`config.mk`:
```
export PLATFORM = sky130hd
export DESIGN_NAME = cp0_unit
export DESIGN_NICKNAME = d
export VERILOG_FILES = /design/src/rtl/cp0_pkg.sv /design/src/rtl/cp0_timer.sv /design/src/rtl/cp0_unit.sv
export SDC_FILE = /design/constraint.sdc
export NUM_CORES = 1
export LEC_CHECK = 0
export CELL_PAD_IN_SITES_DETAIL_PLACEMENT = 0
export CELL_PAD_IN_SITES_GLOBAL_PLACEMENT = 1
export CORE_MARGIN = 2
export CORE_UTILIZATION = 43
export DETAILED_ROUTE_END_ITERATION = 10
export PLACE_DENSITY = 0.93
export SLEW_MARGIN = 20
export SYNTH_ARGS = -nofsm -noshare
export SYNTH_HDL_FRONTEND = slang
export SYNTH_SLANG_ARGS = --single-unit
```
`constraint.sdc`:
```
create_clock -name clk -period 8.38 [get_ports clk]
set_input_delay 1.676 -clock clk [delete_from_list [all_inputs] [get_ports clk]]
set_output_delay 1.676 -clock clk [all_outputs]
set_load 0.02 [all_outputs]
```
`src/rtl/cp0_pkg.sv`:
```
// Shared definitions for the coprocessor-0 block: register numbers,
// exception codes and the bit positions of the SR and Cause fields.
// No logic lives here.
package cp0_pkg;

    // CP0 register numbers as seen by mtc0/mfc0
    localparam logic [4:0] REG_COUNT   = 5'd9;
    localparam logic [4:0] REG_COMPARE = 5'd11;
    localparam logic [4:0] REG_SR      = 5'd12;
    localparam logic [4:0] REG_CAUSE   = 5'd13;
    localparam logic [4:0] REG_EPC     = 5'd14;
    localparam logic [4:0] REG_PRID    = 5'd15;

    typedef enum logic [4:0] {
        EXC_INT     = 5'd0,
        EXC_ADEL    = 5'd4,
        EXC_ADES    = 5'd5,
        EXC_SYSCALL = 5'd8,
        EXC_RI      = 5'd10,
        EXC_OV      = 5'd12
    } exc_code_e;

    // SR fields
    localparam int SR_IE     = 0;
    localparam int SR_EXL    = 1;
    localparam int SR_IM_LSB = 8;

    // Cause fields
    localparam int CAUSE_EXC_LSB = 2;
    localparam int CAUSE_IP_LSB  = 8;
    localparam int CAUSE_BD      = 31;

endpackage

```
`src/rtl/cp0_timer.sv`:
```
// Count/Compare timer: free-running Count, writable Compare, sticky match pending.
// Latency: pending sets on the edge where Count steps onto Compare; a Compare write clears it on the next edge.
// Backpressure: none; Count advances every cycle unconditionally.
module cp0_timer (
    input  logic        clk,
    input  logic        rst_n,
    input  logic        wr_compare,
    input  logic [31:0] wr_dat,
    output logic [31:0] count,
    output logic [31:0] compare,
    output logic        tmr_pend
);

    logic [31:0] count_nxt;

    // Natural 32-bit wrap from FFFF_FFFF to 0
    assign count_nxt = count + 32'd1;

    always_ff @(posedge clk or negedge rst_n) begin
        if (!rst_n) begin
            count    <= '0;
            compare  <= '0;
            tmr_pend <= 1'b0;
        end else begin
            count <= count_nxt;
            if (wr_compare) begin
                compare  <= wr_dat;
                tmr_pend <= 1'b0;
            end else if ((count_nxt == compare) && (compare != 32'd0)) begin
                // Compare of zero means "timer disarmed"
                tmr_pend <= 1'b1;
            end
        end
    end

endmodule

```
`src/rtl/cp0_unit.sv`:
```
// Coprocessor 0 beside the M stage: SR/Cause/EPC/PRId/Count/Compare, interrupt and exception arbitration.
// Latency: req/int_resp/cp0_out/epc_out are combinational; mtc0 and exception state update on the next edge.
// Backpressure: none; req is a single-cycle request, and an mtc0 coinciding with req is dropped.
// Ports: clk/reset (async active-low); we/cp0_addr/cp0_in mtc0, cp0_out mfc0; vpc/bd_in/exc_code_in
// describe the M instruction; hw_int external lines; exl_clr is eret; epc_out, req, int_resp outputs.
module cp0_unit
    import cp0_pkg::*;
#(
    parameter int          NUM_HWINT = 6,
    parameter int          INT_MODE  = 0,
    parameter logic [31:0] PRID      = 32'h0000_4B50
) (
    input  logic                 clk,
    input  logic                 reset,
    input  logic                 we,
    input  logic [4:0]           cp0_addr,
    input  logic [31:0]          cp0_in,
    output logic [31:0]          cp0_out,
    input  logic [31:0]          vpc,
    input  logic                 bd_in,
    input  logic [4:0]           exc_code_in,
    input  logic [NUM_HWINT-1:0] hw_int,
    input  logic                 exl_clr,
    output logic [31:0]          epc_out,
    output logic                 req,
    output logic                 int_resp
);

    // IP/IM carry one extra bit above the external lines for the timer
    localparam int NIP = NUM_HWINT + 1;

    logic [NIP-1:0]       im;
    logic [NIP-1:0]       ip;
    logic [NUM_HWINT-1:0] ip_hw;
    logic                 exl, ie, bd;
    logic [4:0]           exc_code;
    logic [31:0]          epc;
    logic [31:0]          epc_raw;
    logic [31:0]          count, compare;
    logic                 tmr_pend;
    logic                 int_req, exc_req;
    logic                 wr_ok, wr_sr, wr_epc, wr_compare;

    assign ip = {tmr_pend, ip_hw};

    assign int_req  = ie & |(ip & im);
    assign exc_req  = (exc_code_in != 5'd0);
    // Gated with reset so the outputs drop the instant reset asserts,
    // even while exc_code_in is still non-zero.
    assign req      = reset & ~exl & (int_req | exc_req);
    assign int_resp = reset & ~exl & int_req;

    // An instruction that traps does not retire its mtc0
    assign wr_ok      = we & ~req;
    assign wr_sr      = wr_ok & (cp0_addr == REG_SR);
    assign wr_epc     = wr_ok & (cp0_addr == REG_EPC);
    assign wr_compare = wr_ok & (cp0_addr == REG_COMPARE);

    assign epc_raw = bd_in ? (vpc - 32'd4) : vpc;
    assign epc_out = (we && (cp0_addr == REG_EPC)) ? cp0_in : epc;

    cp0_timer u_timer (
        .clk        (clk),
        .rst_n      (reset),
        .wr_compare (wr_compare),
        .wr_dat     (cp0_in),
        .count      (count),
        .compare    (compare),
        .tmr_pend   (tmr_pend)
    );

    generate
        if (INT_MODE == 1) begin : g_edge
            logic [NUM_HWINT-1:0] hw_prev;
            logic [NUM_HWINT-1:0] clr_mask;
            logic                 wr_cause;

            assign wr_cause = wr_ok & (cp0_addr == REG_CAUSE);
            assign clr_mask = wr_cause ? ~cp0_in[CAUSE_IP_LSB +: NUM_HWINT] : '0;

            // Clear is applied first so a coincident rising edge wins
            always_ff @(posedge clk or negedge reset) begin
                if (!reset) begin
                    hw_prev <= '0;
                    ip_hw   <= '0;
                end else begin
                    hw_prev <= hw_int;
                    ip_hw   <= (ip_hw & ~clr_mask) | (hw_int & ~hw_prev);
                end
            end
        end else begin : g_level
            always_ff @(posedge clk or negedge reset) begin
                if (!reset) begin
                    ip_hw <= '0;
                end else begin
                    ip_hw <= hw_int;
                end
            end
        end
    endgenerate

    always_ff @(posedge clk or negedge reset) begin
        if (!reset) begin
            im       <= '0;
            exl      <= 1'b0;
            ie       <= 1'b0;
            bd       <= 1'b0;
            exc_code <= '0;
            epc      <= '0;
        end else if (req) begin
            exl      <= 1'b1;
            bd       <= bd_in;
            epc      <= {epc_raw[31:2], 2'b00};
            exc_code <= int_req ? EXC_INT : exc_code_in;
        end else begin
            if (wr_sr) begin
                im  <= cp0_in[SR_IM_LSB +: NIP];
                exl <= cp0_in[SR_EXL];
                ie  <= cp0_in[SR_IE];
            end
            if (exl_clr) begin
                exl <= 1'b0;
            end
            if (wr_epc) begin
                epc <= {cp0_in[31:2], 2'b00};
            end
        end
    end

    always_comb begin
        cp0_out = '0;
        case (cp0_addr)
            REG_SR: begin
                cp0_out[SR_IM_LSB +: NIP] = im;
                cp0_out[SR_EXL]           = exl;
                cp0_out[SR_IE]            = ie;
            end
            REG_CAUSE: begin
                cp0_out[CAUSE_BD]              = bd;
                cp0_out[CAUSE_IP_LSB +: NIP]   = ip;
                cp0_out[CAUSE_EXC_LSB +: 5]    = exc_code;
            end
            REG_EPC:     cp0_out = epc;
            REG_PRID:    cp0_out = PRID;
            REG_COUNT:   cp0_out = count;
            REG_COMPARE: cp0_out = compare;
            default:     cp0_out = '0;
        endcase
    end

endmodule

```
==> impl_metrics.csv <==
group,metric,value,unit
clock_network,clk_path_buf_depth,2,
logic_synthesis,synth_edf_count,0,
pwr,switchingPower,0.575,mW
critical_path,r2r-start,"u_timer.count[0]$_DFF_PN0_",
critical_path,cp_max_fo,40,
clock_network,cts_tree,"yes",
timing,layout_min_cycle_time,6.08,ns
die,row_count,46,
logic_synthesis,ys_ff_latch,116,
route,via_count,6261,
logic_synthesis,synth_cells,719,
die,io_pins,151,
cells_and_area,n_antenna_cell,0,
critical_path,worstSetupPathType,"in -> out",
route,vias_per_cell,5.81,
timing,fmax,0.164,GHz
worst_hold_path,hp-class,"reg -> reg",
logic_synthesis,synth-main-ff-cell,"dfrtp_1",
timing,setup_viol,0,
logic_synthesis,synth_common_cells,"116 x dfrtp_1, 72 x nor2_1, 67 x mux2_2",
pwr,switching_share,29.3,%
global_route,globalRouteOverflowTotal,0,
die,core_area,15900,µm²
critical_path,critPathMostFrequentCell,"clkdlybuf4s50_1",
global_route,antenna_found_initial,0,
pwr,power_density,211,nW/µm²
clock_network,clk_latency,0.42,ns
logic_synthesis,synth-simple-area-share,17.5,%
worst_hold_path,hold_start,"exc_code[2]$_DFFE_PN0N_",
clock_network,cts_setup_buffers,0,
critical_path,path_cells,"clkdlybuf4s50_1, nor2b_1, and3b_1, buf_4, a22oi_1, o21ai_0, clkdlybuf4s50_1",
logic_synthesis,synth_area_leader_cell,"dfrtp_1",
place,dp_hpwl,16.0,mm
clock_network,htree_levels,4,
critical_path,critPathCaptureType,"output port",
die,dieWidth,132,µm
logic_synthesis,async_flop_share,100,%
timing,slew_viol_final,0,
status,status,"complete, no violations",
die,fp.dieArea,17400,µm²
cells_and_area,syn_to_final_growth,32.1,%
job,cap_viol_max_count,0,
global_route,first_global_vias,6160,
logic_synthesis,synth-xor-area-share,12.1,%
logic_synthesis,synth_compound_area_share,13.7,%
route,routedWlPerCell,19.9,µm
timing,tns,0,ns
logic_synthesis,synth_cell_types,67,
critical_path,regToRegSetupSlack,4.78,ns
logic_synthesis,synthMuxAreaShare,11.3,%
route,firstDrtPassIters,5,
logic_synthesis,synth_most_common_cell,"dfrtp_1",
critical_path,r2r_cells,8,
logic_synthesis,netlist.area_leader.share,41.2,%
global_route,grt_first_pass_wirelength,34.1,mm
critical_path,cpLargestDelayFamily,"buffers and inverters",
logic_synthesis,syn_area_per_cell,9.80,µm²
logic_synthesis,syn_area,7050,µm²
critical_path,required,6.70,ns
pwr,p_leak,3.71,nW
critical_path,start_kind,"primary input",
logic_synthesis,syn-num-nets,806,
pwr,sequentialPowerShare,37.7,%
timing,rsz0062_at_grt,"false",
timing,timing.final.crit_share,72.6,%
cells_and_area,drive_gt1_share,14.6,%
pwr,pwr-share-comb,23.2,%
pwr,ir_drop,154,µV
clock_network,cts_hold_buf,0,
critical_path,r2r_end,"u_timer.tmr_pend$_DFFE_PN0P_",
global_route,grtUsageTotal,24.8,%
timing,finalClockSkew,0.00614,ns
clock_network,cts_buffers,17,
critical_path,slowest_stage,"clkdlybuf4s50_1",
clock_network,clk_pin_slew,0.05,ns
die,initial_core_util,44.2,%
worst_hold_path,min_path_cells,1,
timing,slew_headroom,34.8,%
logic_synthesis,ys_seq_area_share,41.2,%
clock_network,ctsResizeCount,0,
route,wl,21.5,mm
critical_path,critPathArrivalTime,4.41,ns
global_route,grt_start_max_net_pins,68,
critical_path,path_buf_inv,3,
clock_network,cts.sinks,116,
logic_synthesis,synth_area_leaders,"dfrtp_1 41%, mux2_2 11%, xnor2_1 5.6%",
place,gp_congestion,0.907,
logic_synthesis,synth_top_family_by_area,"simple AND/OR/NAND/NOR gates",
place,io_buffers,148,
logic_synthesis,synth-adder-area-share,0.355,%
timing,hold_viol_final,0,
timing,tightest_slew,0.971,ns
pwr,p_int,1.39,mW
cells_and_area,final_util,58.4,%
route,drc,0,
route,drt_iter0_drc,644,
die,dieHeight,132,µm
critical_path,slowest_delay,0.68,ns
pwr,clock_power_share,39.1,%
logic_synthesis,yosysWarningCount,0,
cells_and_area,fin_nets,936,
clock_network,cts-root-buf,"clkbuf_16",
route,drtAntennaViolNets,0,
worst_hold_path,hold_end,"exc_code[2]$_DFFE_PN0N_",
[kinds of logic after synthesis]
logic type	count (synthesis)
simple gates	237
compound gates	143
flops	116
xor+xnor	82
mux	71
buf+inv	68
fa+ha+maj	2
[flip-flops by register name, indices dropped and copies added (netlist names)]
name / cells
u_timer.compare: 32
u_timer.count: 32
epc: 30
im: 7
ip_hw: 6
exc_code: 5
bd: 1
exl: 1
ie: 1
u_timer.tmr_pend: 1
[placed cells by master, fill, tap and decap left out, types with 4 or more instances in the layout]
cell type	n
buf_4	11
mux2_2	67
nand4_1	13
nor4_1	17
a22o_1	5
clkbuf_16	17
dfrtp_1	116
xnor2_1	45
or4_1	8
clkdlybuf4s50_1	147
and4_1	5
inv_1	19
xnor3_1	5
a222oi_1	5
clkinvlp_4	5
a22oi_1	22
bufinv_16	4
and3_1	5
o21ai_0	29
a31oi_1	4
nor3_1	16
xor2_1	28
a221oi_1	18
or3_1	7
o2111ai_1	4
nand2_1	48
nor2_1	70
a21oi_1	38
mux2i_1	4
nand3_1	18
[worst register-to-register path, stage by stage, from the launching register on]
cell and delay [ns]:
dfrtp_1 0.50, ha_1 0.28, nand3_1 0.38, nor3_1 0.89
and3_1 0.31, xnor2_1 0.16, o221ai_1 0.14, or4_1 0.57
o31ai_2 0.28
[final cells by class]
cell class,count,area [µm²]
Clock buffer,20,447
Clock inverter,12,180
Fill cell,1388,6640
Inverter,21,78.8
Multi-Input combinational cell,535,3870
Sequential cell,116,2900
Tap cell,216,270
Timing Repair Buffer,158,1550
[layer usage]
layer	part of all wire [%]	GRT usage, %
met1	46	35.7
met2	46	37.9
met3	5.6	4.11
met4	2.4	8.82
met5	0	0
[power groups by stage]
stage / clock, mW / sequential [mW] / combinational [mW]
4_1_cts: 0.773 / 0.735 / 0.457
2_1_floorplan: 0 / 0.699 / 0.268
6_report: 0.766 / 0.740 / 0.455
5_1_grt: 0.799 / 0.748 / 0.492
3_3_place_gp: 0 / 0.740 / 0.448
3_5_place_dp: 0 / 0.743 / 0.453
[per-stage QoR]
stage,cell area (µm²),worst slack (ns),hold slack [ns],power (mW),cells
after floorplan,7050,3.48,0.446,0.967,719
after global placement,8680,2.34,0.498,1.19,1046
after detailed placement,8680,2.35,0.505,1.20,1046
after CTS,9310,2.35,0.521,1.97,1078
after global routing,9310,2.19,0.536,2.04,1078
final,9310,2.30,0.523,1.96,1078
[how the worst max path moves through the flow]
stage | from | endpoint | slack (ns) | depth (start not counted)
2_1_floorplan | cp0_addr[3] | cp0_out[17] | 3.48 | 6
3_3_place_gp | cp0_addr[3] | cp0_out[15] | 2.34 | 7
3_5_place_dp | cp0_addr[3] | cp0_out[15] | 2.35 | 7
4_1_cts | cp0_addr[3] | cp0_out[15] | 2.35 | 7
5_1_grt | cp0_addr[3] | cp0_out[16] | 2.19 | 7
6_report | cp0_addr[3] | cp0_out[16] | 2.30 | 7
No activity file was read; power rests on OpenSTA's default activity.
